`src/rtl/clock_disp_pkg.sv`:
```
// Shared clock display types: scan FSM state, segment constants, font.
// Segment patterns are active-low {g,f,e,d,c,b,a}.
package clock_disp_pkg;

  typedef enum logic {
    GAP  = 1'b0,
    SHOW = 1'b1
  } state_e;

  localparam logic [6:0] SEG_BLANK = 7'b1111111;
  localparam logic [6:0] SEG_DASH  = 7'b0111111;

  // Entry 15 first; values 10..15 render as a dash.
  localparam logic [15:0][6:0] SEG_FONT = {
    SEG_DASH, SEG_DASH, SEG_DASH,
    SEG_DASH, SEG_DASH, SEG_DASH,
    7'b0010000, 7'b0000000,
    7'b1111000, 7'b0000010,
    7'b0010010, 7'b0011001,
    7'b0110000, 7'b0100100,
    7'b1111001, 7'b1000000
  };

endpackage

```
`src/rtl/bcd_to_seg7.sv`:
```
// Combinational 4-bit value to active-low 7-segment pattern.
// Non-BCD values show a dash.
module bcd_to_seg7
  import clock_disp_pkg::*;
(
  input  logic [3:0] val_i,
  output logic [6:0] seg_o
);

  assign seg_o = SEG_FONT[val_i];

endmodule

```
`src/rtl/seg7_scan_driver.sv`:
```
// Multiplexed 7-segment scan driver with per-frame snapshot,
// leading-zero blanking and a one-cycle ghosting gap per digit.
module seg7_scan_driver
  import clock_disp_pkg::*;
#(
  parameter int NUM_DIGITS = 4,
  parameter int SCAN_DIV   = 4,
  parameter bit LZB        = 1'b1
) (
  input  logic                    clk,
  input  logic                    clr_,
  input  logic                    enb,
  input  logic [4*NUM_DIGITS-1:0] digits,
  input  logic [NUM_DIGITS-1:0]   dp,
  output logic [NUM_DIGITS-1:0]   an_,
  output logic [6:0]              seg_,
  output logic                    dp_,
  output logic                    frame_start
);

  localparam int CW = $clog2(SCAN_DIV);
  localparam int IW = $clog2(NUM_DIGITS);
  localparam logic [CW-1:0] CNT_LAST = CW'(SCAN_DIV - 1);
  localparam logic [IW-1:0] IDX_LAST = IW'(NUM_DIGITS - 1);

  state_e                  state_q;
  logic [CW-1:0]           cnt_q, cnt_d;
  logic [IW-1:0]           idx_q, idx_d;
  logic [4*NUM_DIGITS-1:0] snap_digits_q;
  logic [NUM_DIGITS-1:0]   snap_dp_q;
  logic [NUM_DIGITS-1:0]   blank;
  logic [3:0]              cur_val;
  logic [6:0]              font_seg;
  logic                    slot_end;

  assign slot_end = (cnt_q == CNT_LAST);
  assign cnt_d = slot_end ? '0 : cnt_q + 1'b1;
  assign idx_d = (idx_q == IDX_LAST) ? '0 : idx_q + 1'b1;

  always_ff @(posedge clk or negedge clr_) begin
    if (!clr_) begin
      cnt_q         <= '0;
      idx_q         <= '0;
      state_q       <= GAP;
      snap_digits_q <= '0;
      snap_dp_q     <= '0;
      frame_start   <= 1'b0;
    end else begin
      cnt_q       <= cnt_d;
      frame_start <= 1'b0;
      if (slot_end) begin
        idx_q   <= idx_d;
        state_q <= GAP;
      end else if (state_q == GAP) begin
        state_q <= SHOW;
        // Frame boundary: freeze all digits so a carry can't tear.
        if (idx_q == '0) begin
          snap_digits_q <= digits;
          snap_dp_q     <= dp;
          frame_start   <= 1'b1;
        end
      end
    end
  end

  always_comb begin
    logic nz;
    nz    = 1'b0;
    blank = '0;
    for (int i = NUM_DIGITS - 1; i >= 1; i--) begin
      nz       = nz | (snap_digits_q[4*i +: 4] != 4'd0);
      blank[i] = LZB && !nz;
    end
  end

  assign cur_val = snap_digits_q[{idx_q, 2'b00} +: 4];

  bcd_to_seg7 u_font (
    .val_i (cur_val),
    .seg_o (font_seg)
  );

  always_comb begin
    an_  = '1;
    seg_ = SEG_BLANK;
    dp_  = 1'b1;
    if (state_q == SHOW && enb) begin
      an_[idx_q] = 1'b0;
      seg_       = blank[idx_q] ? SEG_BLANK : font_seg;
      dp_        = ~snap_dp_q[idx_q];
    end
  end

endmodule

```
`config.mk`:
```
export PLATFORM = sky130hd
export DESIGN_NAME = seg7_scan_driver
export DESIGN_NICKNAME = d
export VERILOG_FILES = /design/src/rtl/clock_disp_pkg.sv /design/src/rtl/bcd_to_seg7.sv /design/src/rtl/seg7_scan_driver.sv
export SDC_FILE = /design/constraint.sdc
export NUM_CORES = 1
export LEC_CHECK = 0
export ABC_AREA = 1
export ABC_CLOCK_PERIOD_IN_PS = 2300
export BUFFER_PORTS_ARGS = -buffer_cell sky130_fd_sc_hd__buf_2
export CAP_MARGIN = 20
export CORE_UTILIZATION = 30
export CTS_BUF_LIST = sky130_fd_sc_hd__clkbuf_16
export DETAILED_ROUTE_END_ITERATION = 10
export PLACE_DENSITY = 0.6
export SLEW_MARGIN = 20
export SYNTH_ARGS = -nofsm -noshare
export SYNTH_HDL_FRONTEND = slang
export SYNTH_HIERARCHICAL = 1
export SYNTH_SLANG_ARGS = --single-unit
```
`constraint.sdc`:
```
create_clock -name clk -period 2.3 [get_ports clk]
set_input_delay 0 -clock clk [delete_from_list [all_inputs] [get_ports clk]]
set_output_delay 0 -clock clk [all_outputs]
set_load 0.02 [all_outputs]
```
==> results of run 1 <==
## metrics by stage
stage	setup TNS [ns]	total power [mW]	util (%)	setup WS [ns]	hold WS [ns]
6_report	0	1.007	42.97	0.2247	0.2688
5_1_grt	-0.02052	1.058	42.97	-0.02052	0.3401
4_1_cts	0	1.021	42.42	0.05613	0.2887
3_5_place_dp	0	0.6140	36.29	0.2674	0.03237
3_3_place_gp	0	0.6141	36.29	0.3302	0.03650
2_1_floorplan	0	0.5621	-	0.4188	-0.2956
## cells by family after synthesis
family,Yosys count
flip-flops,26
AO/OA/AOI/OAI,19
adder cells (fa/ha/maj),10
AND/OR/NAND/NOR,131
buffers and inverters,19
## state kept, by name, indices dropped and copies added, names as in the netlist
name	count
cnt_q	2
frame_start	1
idx_q	2
snap_digits_q	16
snap_dp_q	4
state_q	1
## layout make-up
| cell class | instances | area (um^2) |
|---|---|---|
| multi-input cells | 160 | 753.2 |
| fillers | 495 | 2711 |
| clock buffers | 3 | 75.07 |
| inverters | 12 | 47.55 |
| flip-flops and latches | 26 | 653.1 |
| well taps | 67 | 83.83 |
| repair buffers | 62 | 430.4 |
## cells in the final DEF, fill, tap and decap left out
cell	count
or2_2	1
inv_1	9
clkbuf_16	3
o22ai_1	2
nor2_1	27
inv_4	1
nand2_2	2
nand3b_1	1
nor2_2	1
nand3_1	5
nand2_1	94
buf_4	6
dfrtp_2	2
o22ai_2	2
o21ai_0	12
ha_1	10
o21ai_2	1
inv_2	2
dlygate4sd3_1	21
dfrtp_1	24
a21oi_1	1
o21ai_1	1
buf_2	35
## critical path, cell delays in order (launching register included)
cell	delay, ns
dfrtp_2	0.43
buf_4	0.13
o21ai_0	0.10
o22ai_2	0.25
inv_1	0.13
ha_1	0.29
nand2_1	0.06
nand3_1	0.08
nand2_1	0.05
nor2_1	0.10
nand2_1	0.05
buf_2	0.15
## power by group
part	leakage, nW	internal, mW	switching (mW)
registers	0.300	0.475	0.0142
clock network	0.0370	0.230	0.144
logic	0.716	0.0703	0.0734
total	1.05	0.776	0.231
## path summary, 6_finish.rpt
path                          start          endpoint  slack (ns)
setup reg to reg           idx_q[1]      snap_dp_q[1]        0.79
setup / recovery           idx_q[0]           seg_[3]        0.22
min in group clk           cnt_q[0]          cnt_q[0]        0.43
hold reg to reg            cnt_q[0]          cnt_q[0]        0.43
hold / removal                 clr_  snap_digits_q[5]        0.27
max in group asynchronous      clr_          idx_q[1]        1.62
## metal layers
metal | up-vias | GRT usage [%]
met5 | - | 0
met4 | 0 | 3.922
met3 | 5 | 2.210
met2 | 30 | 23.68
met1 | 629 | 19.83
li1 | 752 | -
## repair_timing
item | in CTS | in global routing
hold buffers | 21 | 0
endpoints found under the hold margin | 46 | 0
resized for setup | 1 | 4
endpoints found under the setup margin | 1 | 6
pin swaps | 0 | 0
setup buffers | 0 | 2
gates cloned | 0 | 0
==> results.md, run 1 <==
- The analysis attributes to cell leakage a power of 1.052 nW.
- Of the post-synthesis cell area, the dominant cell type holds 43.44%.
- The count of pins over their slew limit came to 0.
- The highest routing layer actually used is met4.
- The count of different cell masters after synthesis is 19.
- The floorplan has 25 rows.
- In this run the number of H-tree levels came out at 1.
- The worst ir drop on vdd is 0.3977 mV.
- The worst setup skew after layout is 0.001684 ns.
- The first routing iteration left 34 violations.
- The pin count of the biggest net entering global routing is 27.
- In this run the horizontal extent of the chip is 72.66 um.
- Measured against the total synthesized area, the mux share comes to 0%.
- Once layout is done, the placed cells without fillers occupy 2043 um^2.
- The CTS tree is done.
- Counting cells, the worst reg-to-reg path comes to 7.
- After layout, the worst path uses 90.23% of the clock period.
- The count of inserted antenna diode cells is 0.
- Dividing the synthesized area by the synthesized cell count gives 7.306 um^2.
- Ranked by total cell area, the synthesized netlist is headed by dfrtp_1, nand2_1, ha_1.
- The instance area after placement is 1725 um^2.
- The worst slew margin relative to its limit is 61.86%.
- The critical path start-end classification is reg2out.
- From bottom edge to top edge, the die measures 72.66 um.
- The number of vias in the routed layout is 1,416.
- The clock tree root buffer cell is clkbuf_16.
- The slew at the pin closest to its max-slew limit is 0.5721 ns.
- After synthesis the netlist holds a flip-flop and latch count of 26.
- Counting every sink on the clock net gives 26.
- The xor and xnor area share after synthesis is 0%.
- The adder-cell share of the synthesized area is 8.354%.
- The flow ran to the end, and the final reports show no timing, DRC or antenna violations.
- Counting every instance in the synthesized netlist gives 205.
- Summed over all layers, the routed wires come to 3.464 mm.
- The number of warnings printed during yosys synthesis is 6.
- The overall die area is 5279 um^2.
- The detailed-route wire length per cell is 10.50 um.
- The highest fanout seen on the critical path is 6.
- The kind of capture point of the worst setup path is an output pin.
- The I/O pin total is 36.
- Yosys mapped a number of flops with a built-in enable equal to 0.
- The mean number of vias per cell is 4.291.
- The number of hold violations in the final report is 0.
- The number of violations of the max-capacitance limit is 0.
- Summed over all nets, wire length on met2 after detailed routing comes to 1.581 mm.
- Data on the critical path arrives at its endpoint at 2.08 ns.
- The number of buffers added by the clock tree synthesis step is 3.
- Timing would allow up to 481.8 MHz.
- The number of instances in the placed design is 304.
- The number of port buffers is 35.
- Once detailed placement completed, the half-perimeter wirelength came to 2.438 mm.
- The via count of the first global-routing pass came to 1,314.
- Summed over all layers, the global routing overflow is 0.
- The routed metal-1 wire length is 1.732 mm.
- The worst hold path belongs to the class in2async.
- Sequential cells were found to cover 43.44% of the synthesized design area.
- For this run, the detailed router's first-pass iteration total came to 4.
- The routability congestion estimate is 0.8509.
- Among all flip-flop cells after synthesis, the most frequent one is dfrtp_1.
- The first global-routing pass estimated 5.913 mm of wire.
- The detailed-route DRC error count is 0.
- The worst setup path is launched from a flip-flop.
- The wire length on met3 is 114 um.
- The post-synthesis async set-or-reset flop share is 100.0%.
- The cell area that synthesis handed to floorplanning was 1498 um^2.
- Clock-pin slew was measured on the worst setup and hold paths at 0.06 ns.
- After Yosys synthesis, and, or, nand and nor cells account for 34.17% of the synthesized area.
- The synthesized netlist devotes 6.934% of its cell area to compound gates.
- After synthesis, the largest family of logic cells by area is simple AND/OR/NAND/NOR gates.
- The total nets after synthesis is 238.
- For this run, the post-layout net count is 298.
- After layout, the minimum clock period comes to 2.075 ns.
- Power spread over the standard cell area amounts to 492.8 nW/um^2.
- The total global routing track utilization is 14.42%.
- The worst endpoint required time is 2.30 ns.
- The region available for standard cell placement spans 4755 um^2.
- The count of nets left with antenna violations after detail routing is 0.
- In the final layout, the share of cells above drive strength 1 is 21.29%.
- The final instance count without filler cells is 330.
- Once the floorplan was initialized, standard cells occupied 31.50% of the core.
- The largest buffer count on any clock path is 2.
- The number of antenna violations at the first check in global routing is 0.
- Yosys instantiated no cell more often than nand2_1.
- The insertion delay of the later-clocked pin in the worst-skew pair is 0.25 ns.
- The commonest cells after synthesis are nand2_1, nor2_1, dfrtp_1.
- The area growth from synthesis to layout is 36.42%.
- The biggest area contributor in the post-synthesis netlist is dfrtp_1.
- Setup violations remaining at the end of the flow were counted as 0.
Power figures use the tool's default switching activity.
==> run 2: changes to the inputs <==
- ABC_CLOCK_PERIOD_IN_PS: 2300 -> 2090
- CORE_UTILIZATION: 30 -> 44
- CTS_CLUSTER_DIAMETER: unset -> 200
- PLACE_DENSITY: 0.6 -> 0.78
- clock period: 2.3 -> 2.09 ns (I/O delays scaled with it)
==> run 2 against run 1 <==
Compared with the run above: critical path depth decreased by 1; clock skew decreased by 0.00069 ns; sequential share of layout area fell by 0.76 points; power is 10% higher; routed wire length is 0.49% higher; critical path type unchanged; critical endpoint is now seg_[2].
==> results.md, run 2 (same netlist as run 1, synthesis figures left out) <==
- The flow ran to the end, and the final reports show no timing, DRC or antenna violations.
- The fraction of final layout cells with drive strength greater than 1 is 25.19% (+3.9 points).
- The area of the core region was 3153 um^2 (-34%).
- The count of pins over their slew limit came to 0 (unchanged).
- The leakage power is 1.100 nW (+4.5%).
- The initial cell density of the core is 47.50% (+16 points).
- The area taken by multi-input logic gates was 772.0 um^2 (+2.5%).
- The post-place setup slack is 0.2142 ns (-0.05323 ns).
- The final routed wirelength across all metal layers was 3.481 mm (+0.49%).
- The I/O pin total came to 36 (unchanged).
- The launch point of the worst reg-to-reg path is idx_q[0].
- The storage element area is 653.1 um^2 (unchanged).
- The DRC violation total after the first TritonRoute iteration was 55 (+62%).
- The number of antenna violations at the first check in global routing was 0 (unchanged).
- The global-route wire length before repair is 5.478 mm (-7.4%).
- The number of port buffers is 35 (unchanged).
- The count of TritonRoute iterations in the first routing pass is 4 (unchanged).
- The most common library cell in the layout ignoring fill and taps is nand2_1.
- The insertion delay of the later-clocked pin in the worst-skew pair is 0.25 ns (about the same).
- The critical path start-end classification is reg2out.
- The number of hold violations in the final report was 0 (unchanged).
- The largest registers in the layout are snap_digits_q: 16 flops, snap_dp_q: 4 flops.
- Leaving out fill and tap cells, the most frequent cells in the layout are nand2_1, buf_2, nor2_1.
- The number of instances in the placed design was 282 (-7.2%).
- The data arrival time at the worst-slack endpoint is 2.00 ns (-0.08 ns).
- The worst reg-to-reg path cell count is 9 (+2).
- The clock tree root buffer cell is clkbuf_16.
- The flip-flop count of the largest register, all copies and words added is 16 (unchanged).
- The setup slack on the worst flop-to-flop path is 0.15 ns (-0.64 ns).
- The count of fill cells added during filler insertion is 284 (-43%).
- The power per cell area is 530.6 nW/um^2 (+7.7%).
- The worst path uses 95.52% of the clock period.
- The final instance count without filler cells is 314 (-4.8%).
- The worst endpoint required time is 2.09 ns (-0.21 ns).
- The detailed-route DRC error count is 0 (unchanged).
- The worst setup path is captured at an output pin.
- The clock input transition at the sequential cells of the worst setup and hold paths was 0.06 ns (about the same).
- The pin count of the biggest net entering global routing came to 27 (unchanged).
- The number of rows created at floorplan is 20 (-20%).
- TritonCTS built the clock tree.
- The detailed-route wire length per cell was 11.09 um (+5.6%).
- The maximum clock rate is 500.9 MHz.
- The die span in y came to 60.34 um (-17%).
- The total global routing track utilization is 20.11% (+5.7 points).
- The number of buffers added by the clock tree synthesis step came to 3 (unchanged).
- The worst slew margin relative to its limit is 63.43% (+1.6 points).
- The overall die area is 3641 um^2 (-31%).
- The horizontal die dimension is 60.34 um (-17%).
- The post-layout worst setup margin is 0.09371 ns (-0.1310 ns).
- The number of violations of the max-capacitance limit came to 0 (unchanged).
- The register with the most flip-flops is snap_digits_q.
- Relative to the synthesized area, the layout overhead comes to 39.77%.
- The routed design could run at a clock period as short as 1.996 ns.
- The mean number of vias per cell is 4.847 (+13%).
- The number of vias in the routed layout came to 1,522 (+7.5%).
- The highest fanout seen on the critical path is 7 (+1).
- The worst ir drop on vdd came to 0.4415 mV (+11%).
- The total number of clock tree sinks is 26 (unchanged).
- The type of the most critical hold path is in2async.
- The count of inserted antenna diode cells is 0 (unchanged).
- The via count of the first global-routing pass is 1,297 (-1.3%).
- The worst setup skew after layout is 0.0009974 ns (-0.0006865 ns).
- The largest buffer count on any clock path is 2 (unchanged).
- The post-detailed-placement half-perimeter wirelength is 2.239 mm (-8.2%).
- The slew at the pin closest to its max-slew limit was 0.5486 ns (-0.02352 ns).
- The worst setup path is launched from a flip-flop.
- The number of nets in the finished design was 305 (+2.3%).
- The final setup violation count is 0 (unchanged).
- The routability congestion estimate was 0.9496 (+12%).
- The residual overflow from global routing is 0 (unchanged).
- The reg-to-reg endpoint is snap_digits_q[6].
- The count of nets left with antenna violations after detail routing is 0 (unchanged).
- The H-tree depth was 1 (unchanged).
-- run 2: worst max-delay path by stage --
stage	slack (ns)	startpoint	cells past startpoint	to
2_1_floorplan	0.21	idx_q[0]	11	seg_[3]
3_3_place_gp	0.26	idx_q[0]	11	seg_[3]
3_5_place_dp	0.21	idx_q[0]	11	seg_[3]
4_1_cts	0.003	idx_q[0]	11	seg_[3]
5_1_grt	-0.03	idx_q[0]	10	seg_[1]
6_report	0.09	idx_q[0]	10	seg_[2]
-- run 2: metal layers --
layer | wire, um | part of all wire [%] | global-route usage, %
met5 | 0 | 0 | 0
met4 | 44 | 1.3 | 7.309
met3 | 172 | 4.9 | 2.559
met2 | 1795 | 52 | 35.48
met1 | 1469 | 42 | 25.24
-- run 2: repair_timing --
action                     in CTS  in global routing
hold endpoints to repair       46                  0
setup endpoints to repair       3                  7
hold buffers                   21                  0
gates resized for setup         3                 11
setup buffers                   0                  7
gates cloned                    0                  1
pin swaps                       0                  2
-- run 2: worst max-delay path, cell delays in order, from the launching register on --
cell	delay, ns
dfrtp_2	0.45
clkbuf_2	0.17
buf_4	0.15
nor2_1	0.10
o22ai_1	0.10
buf_4	0.17
o21ai_2	0.21
nand2_1	0.07
nor2_1	0.11
nand2_1	0.06
buf_2	0.15
-- run 2: metrics by stage --
step           instance area, um^2  TNS, ns  utilization (%)  hold WS, ns  power [mW]
2_1_floorplan                 1498        0                -      -0.2956      0.6185
3_3_place_gp                  1704        0            54.05      0.02851      0.6746
3_5_place_dp                  1704        0            54.05      0.02251      0.6760
4_1_cts                       1997        0            63.33       0.2856       1.109
5_1_grt                       2093  -0.1505            66.39       0.3286       1.162
6_report                      2093        0            66.39       0.2640       1.111
-- run 2: layout make-up --
cell class | instances | share of cell area (%)
repair inverters | 1 | 0.3586
repair buffers | 68 | 22.95
multi-input cells | 160 | 36.88
inverters | 12 | 2.391
well taps | 44 | 2.630
clock buffers | 3 | 3.586
flip-flops and latches | 26 | 31.20
-- run 2: power by group --
part | internal (mW) | total (mW) | switching, mW
Sequential | 0.523 | 0.540 | 0.0165
Clock | 0.253 | 0.405 | 0.152
Combinational | 0.0820 | 0.166 | 0.0839
